[src/rtl/fir_pkg.sv]
// Shared FIR constants: coefficient width, coefficient table and the MAC FSM states.
package fir_pkg;
  localparam int BW_COEF = 4;
  localparam int N_COEF  = 10;
  localparam int COEF_IW = $clog2(N_COEF);

  localparam logic signed [BW_COEF-1:0] COEF [N_COEF] = '{
    4'sd1, 4'sd2, 4'sd3, 4'sd4, 4'sd5, 4'sd5, 4'sd4, 4'sd3, 4'sd2, 4'sd1
  };

  typedef enum logic [1:0] {IDLE, ACCUM, DONE} fir_state_t;
endpackage

[src/rtl/fir_coef_rom.sv]
// Combinational coefficient lookup; indices past the tap count (or the table) read as 0.
module fir_coef_rom
  import fir_pkg::*;
#(
  parameter int N_TAPS = 10,
  parameter int IDX_W  = 4
) (
  input  logic [IDX_W-1:0]          idx,
  output logic signed [BW_COEF-1:0] coef
);
  always_comb begin
    coef = '0;
    if (int'(idx) < N_TAPS && int'(idx) < N_COEF)
      coef = COEF[COEF_IW'(idx)];
  end
endmodule

[src/rtl/fir_mac_seq.sv]
// Sequential single-MAC FIR: snapshots the delay line, accumulates one tap per cycle.
// Define FIR_MAC_SATURATE_EN to clamp the shifted result instead of wrapping it.
module fir_mac_seq
  import fir_pkg::*;
#(
  parameter int N_TAPS = 10,
  parameter int BW_in  = 2,
  parameter int BW_out = 4,
  parameter int SHIFT  = 2
) (
  input  logic                      clk,
  input  logic                      reset,
  input  logic [N_TAPS*BW_in-1:0]   taps,
  input  logic                      sample_valid,
  output logic signed [BW_out-1:0]  y_out,
  output logic                      y_valid,
  output logic                      busy,
  output logic                      overrun
);
  localparam int IDX_W = (N_TAPS > 1) ? $clog2(N_TAPS + 1) : 1;
  localparam int ACC_W = BW_in + BW_COEF + $clog2(N_TAPS);
  localparam logic [IDX_W-1:0] LAST = IDX_W'(N_TAPS - 1);
  localparam logic signed [ACC_W-1:0] OUT_MAX = ACC_W'((2 ** (BW_out - 1)) - 1);
  localparam logic signed [ACC_W-1:0] OUT_MIN = ~OUT_MAX;

  fir_state_t state, state_nxt;
  logic [N_TAPS-1:0][BW_in-1:0] snap;
  logic [IDX_W-1:0]             idx;
  logic signed [ACC_W-1:0]      acc, term, shifted;
  logic signed [BW_in-1:0]      tap_s;
  logic signed [BW_COEF-1:0]    coef;
  logic signed [BW_out-1:0]     y_nxt;
  logic                         start;

  fir_coef_rom #(.N_TAPS(N_TAPS), .IDX_W(IDX_W)) u_rom (
    .idx  (idx),
    .coef (coef)
  );

  always_comb begin
    tap_s = '0;
    if (int'(idx) < N_TAPS) tap_s = snap[idx];
    term    = ACC_W'(tap_s) * ACC_W'(coef);
    shifted = acc >>> SHIFT;
    y_nxt   = shifted[BW_out-1:0];
`ifdef FIR_MAC_SATURATE_EN
    if (shifted > OUT_MAX)      y_nxt = OUT_MAX[BW_out-1:0];
    else if (shifted < OUT_MIN) y_nxt = OUT_MIN[BW_out-1:0];
`endif
  end

  always_comb begin
    state_nxt = state;
    busy      = 1'b0;
    start     = 1'b0;
    case (state)
      IDLE: if (sample_valid) begin
        start     = 1'b1;
        state_nxt = ACCUM;
      end
      ACCUM: begin
        busy = 1'b1;
        if (idx == LAST) state_nxt = DONE;
      end
      DONE: begin
        state_nxt = IDLE;
        if (sample_valid) begin
          start     = 1'b1;
          state_nxt = ACCUM;
        end
      end
      default: state_nxt = IDLE;
    endcase
  end

  always_ff @(posedge clk or posedge reset) begin
    if (reset) begin
      state   <= IDLE;
      snap    <= '0;
      acc     <= '0;
      idx     <= '0;
      y_out   <= '0;
      y_valid <= 1'b0;
      overrun <= 1'b0;
    end else begin
      state   <= state_nxt;
      // acc is final while in DONE, so the result is published one cycle after the last term
      y_valid <= (state == DONE);
      if (state == DONE) y_out <= y_nxt;
      if (start) begin
        snap <= taps;
        acc  <= '0;
        idx  <= '0;
      end else if (state == ACCUM) begin
        acc <= acc + term;
        idx <= idx + 1'b1;
      end
      if (state == ACCUM && sample_valid) overrun <= 1'b1;
    end
  end
endmodule

[config.mk]
export PLATFORM = sky130hd
export DESIGN_NAME = fir_mac_seq
export DESIGN_NICKNAME = d
export VERILOG_FILES = /design/src/rtl/fir_pkg.sv /design/src/rtl/fir_coef_rom.sv /design/src/rtl/fir_mac_seq.sv
export SDC_FILE = /design/constraint.sdc
export NUM_CORES = 1
export LEC_CHECK = 0
export BUFFER_PORTS_ARGS = -buffer_cell sky130_fd_sc_hd__buf_4
export CORE_ASPECT_RATIO = 1.1
export CORE_MARGIN = 1.5
export CORE_UTILIZATION = 40
export DETAILED_ROUTE_END_ITERATION = 12
export PLACE_DENSITY = 0.6
export SYNTH_ARGS = -nofsm -noshare
export SYNTH_HDL_FRONTEND = slang
export SYNTH_SLANG_ARGS = --single-unit
[constraint.sdc]
create_clock -name clk -period 7.3 [get_ports clk]
set_clock_uncertainty 0.15 [all_clocks]
set_input_delay 1.095 -clock clk [delete_from_list [all_inputs] [get_ports clk]]
set_output_delay 1.095 -clock clk [all_outputs]
set_load 0.05 [all_outputs]
==> run metrics, run 1 <==
DRC 0; Tot GR Track Use 0.1619; Hold Crit Class reg -> reg; Yosys warnings 0; critical path type reg -> reg; post-synthesis adder-cell area fraction 0.09599; Cell Area, Synth 2059 µm²; placed wire-length estimate 2.798 mm; max-cap violation count 0; Die X 71.42 µm; number of synthesized register bits 38; Final setup violation count 0; CTS Hold Bufs 0; H-tree levels 2; die area 5589 µm²; DRT Pass-1 Iters 4; remaining antenna violation count 0; Worst-Skew Late Latency 300 ps; crit path DAT 4120 ps; largest net degree at the start of global routing 39; Final nets 287; vias in the first global route 1509; Seq/Total Area, Yosys 0.4617; Critical Path Source idx[0]; final slew viol count 0; top_reg_cell synth dfrtp_1; Post-synth EDFFs 0; top cells by count, synth nand2_1, dfrtp_1, inv_1; Synth cell types 35; syn nets 258; Core ar. 4966 µm²; Rows 27; Async S/R FF share, synth 1.000; Post-Synth Simple-Gate Area 0.1981; drt wl/cell 13.08 µm; Setup TNS 0 ps; status finished clean; hold path start overrun; Hold Worst Slack 322.7 ps; Post-CTS Resized 0; mux share of post-synthesis cell area 0.09052; initial antenna violation count 0; most common cell in the netlist nand2_1; Leak Pwr 1.262 nW; Reg area 950.9 µm²; setup repair after global routing missed its margin no; Slew @ Worst Pin 792.0 ps; Max Clock Freq 246.6 MHz; wirelength, routed 4.041 mm; TritonCTS clock tree yes; via count 1560; final hold viol count 0; CTS sink count 38; fraction of layout cells with a size suffix above 1 0.1992; TritonCTS Buffers 5; largest family of logic cells by synthesized area simple AND/OR/NAND/NOR gates; Post-Synthesis Cells 221; Synth top area share 0.4617; Slew Limit Headroom 0.4720; IO Port Bufs 29; area of the multi-input gates 1016 µm²; Reg2Reg Launch Point idx[0]; total gr overflow 0; critical path peak fanout 15; buffers inserted by post-CTS timing repair 0; clk slew on worst S/H paths 90 ps; filler cell count 470; PD cells 576.0 nW/µm²; Synth area leader dfrtp_1; crit path launch type register; Area contributors post-synth dfrtp_1, nand2_1, ha_1, mux4_2, fa_1; clk buf depth 2; Area Overhead vs Synth 19.75%; compound-cell area share of the yosys netlist 0.09174; via density per instance 5.049; GP Congestion 0.8525; Root Driver clkbuf_8; syn_area_per_cell 9.319 µm²; XOR/XNOR Fraction of Synth Area 0.01701; Inserted Diodes 0; Critical Path End Type register; I/O pin count 30; minimum clock period after layout 4055 ps; first-pass GRT wire length 7.024 mm; initial core utilization 0.4147; Crit path required time 7370 ps; Die H 78.26 µm; DR iter-0 viols 50; Tcrit/Tclk final 0.5555; Peak VDD IR 216.0 µV
==> report_power, final <==
group / total [W] / switching (W) / internal [W]
sequential: 0.000398 / 0.0000870 / 0.000312
clock: 0.000219 / 0.0000822 / 0.000137
combinational: 0.000803 / 0.000443 / 0.000360
total: 0.00142 / 0.000612 / 0.000808
==> sequential cells by signal, summed over array words and instances (netlist names) <==
signal,cells
acc,6
snap,20
idx,4
y_valid,1
state,2
overrun,1
y_out,4
==> cells by family (layout without fill, tap and decap cells) <==
group	count (synthesis)	after routing
compound gates	29	29
xor+xnor	4	4
fa+ha+maj	14	14
buf+inv	24	54
flops	38	38
mux	14	14
simple gates	98	98
==> critical path, cell delays in order, from the launching register on <==
cell and delay, ps:
dfrtp_1 740, inv_1 180, ha_1 340, nor2_1 90, a21oi_1 50, o32a_1 220
a211o_1 290, fa_1 530, inv_1 50, ha_1 190, and2_1 170, or3_1 300
a31oi_1 210, mux2i_2 120, xor2_1 150, o211ai_1 180
==> routing by layer <==
layer,GRT usage,wire [µm],vias to the layer above
li1,-,-,783
met5,0,0,-
met4,0.06038,70,0
met1,0.1909,1773,739
met3,0.04621,158,9
met2,0.2778,2038,29
==> path summary, 6_finish.rpt <==
check | to | slack, ps | cells past startpoint
min | overrun | 320 | 1
min in group asynchronous | y_valid | 750 | 3
min reg2reg | overrun | 320 | 1
max | acc[5] | 3240 | 15
max reg2reg | acc[5] | 3240 | 15
max in group asynchronous | snap[16] | 5910 | 3
==> area by class of cell <==
class,instances,share of cell area
clock buffers,5,0.02790
multi-input cells,159,0.4120
inverters,15,0.02283
well taps,58,0.02943
repair buffers,31,0.09437
flip-flops and latches,38,0.3856
clock inverters,3,0.02790
==> cell usage in the layout (no fill, tap or decap), drive strengths merged, types with 5 or more instances in the layout <==
master,n
buf,31
a21oi,5
ha,11
o21ai,12
nor2,6
nand2,74
nand2b,6
mux2i,7
dfrtp,38
clkbuf,5
inv,15
==> per-stage QoR <==
step / total power, W / util / setup slack [ps] / instance area [µm²] / cells
finish: 0.001420 / 0.4966 / 3245 / 2466 / 309
floorplan: 0.001035 / - / 3591 / 2059 / 221
global placement: 0.001201 / 0.4689 / 3355 / 2328 / 301
detailed placement: 0.001212 / 0.4689 / 3281 / 2328 / 301
global route: 0.001563 / 0.4966 / 2963 / 2466 / 309
CTS: 0.001439 / 0.4966 / 3230 / 2466 / 309
(Power assumes the default switching activity.)
==> run 2, diff against run 1 <==
--- a/config.mk
+++ b/config.mk
@@ -10,7 +10,7 @@
 export CORE_MARGIN = 1.5
 export CORE_UTILIZATION = 40
 export DETAILED_ROUTE_END_ITERATION = 12
-export PLACE_DENSITY = 0.6
+export PLACE_DENSITY = 0.63
 export SYNTH_ARGS = -nofsm -noshare
 export SYNTH_HDL_FRONTEND = slang
 export SYNTH_SLANG_ARGS = --single-unit
==> constraint.sdc (replaced) <==
create_clock -name clk -period 3.3 [get_ports clk]
set_clock_uncertainty 0.15 [all_clocks]
set_input_delay 0.495 -clock clk [delete_from_list [all_inputs] [get_ports clk]]
set_output_delay 0.495 -clock clk [all_outputs]
set_load 0.05 [all_outputs]
==> run metrics, run 2 (same netlist as run 1, synthesis figures left out) <==
Reg2Reg Launch Point idx[0]; first-pass GRT wire length 7.465 mm (+6.3%); Core ar. 4966 µm² (unchanged); critical path peak fanout 4 (-11); GP Congestion 0.8036 (-5.7%); clk slew on worst S/H paths 80 ps (about the same); I/O pin count 30 (unchanged); crit path DAT 3530 ps (-590 ps); Worst-Skew Late Latency 300 ps (about the same); commonest cells after routing, fill and taps aside nand2_1, buf_4, dfrtp_1; final worst slack -162.4 ps (-3407 ps); total gr overflow 0 (unchanged); Crit path required time 3370 ps (-4000 ps); Tot GR Track Use 0.1698 (+0.007894); Die X 71.42 µm (unchanged); Die H 78.26 µm (unchanged); Rows 27 (unchanged); H-tree levels 2 (unchanged); Inserted Diodes 0 (unchanged); max reg flops 20 (unchanged); failing checks setup timing; via density per instance 5.015 (-0.66%); Critical Path End Type register; critical path type reg -> reg; FF-to-FF End acc[5]; commonest non-fill, non-tap cell in the layout nand2_1; final core utilization 0.5455 (+0.04888); Tcrit/Tclk final 1.049 (+0.4937); placed wire-length estimate 3.171 mm (+13%); Slew @ Worst Pin 792.0 ps (-0.0005364 ps); DR iter-0 viols 60 (+20%); Setup TNS -203.2 ps (-203.2 ps); vias in the first global route 1675 (+11%); DRC 0 (unchanged); Hold Crit Class in -> async; drt wl/cell 13.14 µm (+0.45%); filler cell count 465 (-1.1%); Slew Limit Headroom 0.4720 (unchanged); largest net degree at the start of global routing 39 (unchanged); TritonCTS clock tree yes; placed inst area 2505 µm² (+7.6%); crit path launch type register; fraction of layout cells with a size suffix above 1 0.3063 (+0.1071); initial core utilization 0.4147 (unchanged); final instance area 2709 µm² (+9.8%); Reg with most FFs snap; initial antenna violation count 0 (unchanged); final hold viol count 0 (unchanged); minimum clock period after layout 3462 ps (-592.8 ps); Final nets 307 (+7.0%); status complete, but fails checks; final slew viol count 0 (unchanged); DRT Pass-1 Iters 4 (unchanged); IO Port Bufs 29 (unchanged); via count 1650 (+5.8%); Root Driver clkbuf_8; Final setup violation count 2 (+2); Area Overhead vs Synth 31.53%; setup repair after global routing missed its margin yes; wirelength, routed 4.322 mm (+7.0%); TritonCTS Buffers 5 (unchanged); remaining antenna violation count 0 (unchanged); Max Clock Freq 288.8 MHz (+17%); die area 5589 µm² (unchanged); R2R depth 14 (-1); r2r setup slk -160 ps (-3410 ps); clk buf depth 2 (unchanged); max-cap violation count 0 (unchanged); top flop regs snap (20), acc (6); CTS sink count 38 (unchanged)
[run 2: worst max path at each step]
stage	startpoint	to	slack (ps)	cells past startpoint
detailed placement	idx[0]	acc[5]	-170	14
finish	idx[0]	acc[5]	-160	14
floorplan	idx[0]	acc[5]	-140	13
global route	idx[0]	acc[5]	-320	14
global placement	idx[0]	acc[5]	-110	13
CTS	idx[0]	acc[5]	-170	16
[run 2: cell type report]
cell class / instances / area (µm²) / area share
Clock buffer: 5 / 68.82 / 0.02540
Sequential cell: 38 / 953.4 / 0.3520
Inverter: 15 / 58.81 / 0.02171
Clock inverter: 3 / 68.82 / 0.02540
Tap cell: 58 / 72.57 / 0.02679
Multi-Input combinational cell: 159 / 1089 / 0.4018
Timing Repair Buffer: 51 / 397.9 / 0.1469
[run 2: layer usage]
layer  wire [µm]  track usage
met1        1889       0.2083
met2        2210       0.2824
met3         138      0.04365
met4          83      0.06981
met5           0            0
[run 2: critical path: stages (launching register included)]
cell and delay, ps:
dfrtp_2 440, buf_6 140, mux4_2 330, mux2_4 170
nor2_4 40, a211o_1 280, fa_1 550, inv_2 50
ha_4 150, and2_4 150, or3_1 300, a31oi_1 200
mux2i_2 120, xor2_1 150, o211ai_1 170
[run 2: timing repair]
action | 4_1_cts | 5_1_grt
pin swaps | 7 | 9
gates resized for setup | 4 | 13
setup buffers | 0 | 1
hold buffers | 0 | 0
setup endpoints to repair | 4 | 4
[run 2: per-stage QoR]
step	setup WS [ps]	hold WS, ps	instances
detailed placement	-172.4	298.7	320
CTS	-167.8	170.1	328
finish	-162.4	151.6	329
global placement	-114.0	299.8	320
floorplan	-144.8	290.3	221
global route	-324.0	189.6	329
Power of run 2 is not shown: default switching activity piles up to over one toggle a cycle in this logic, so the estimate is an artifact.
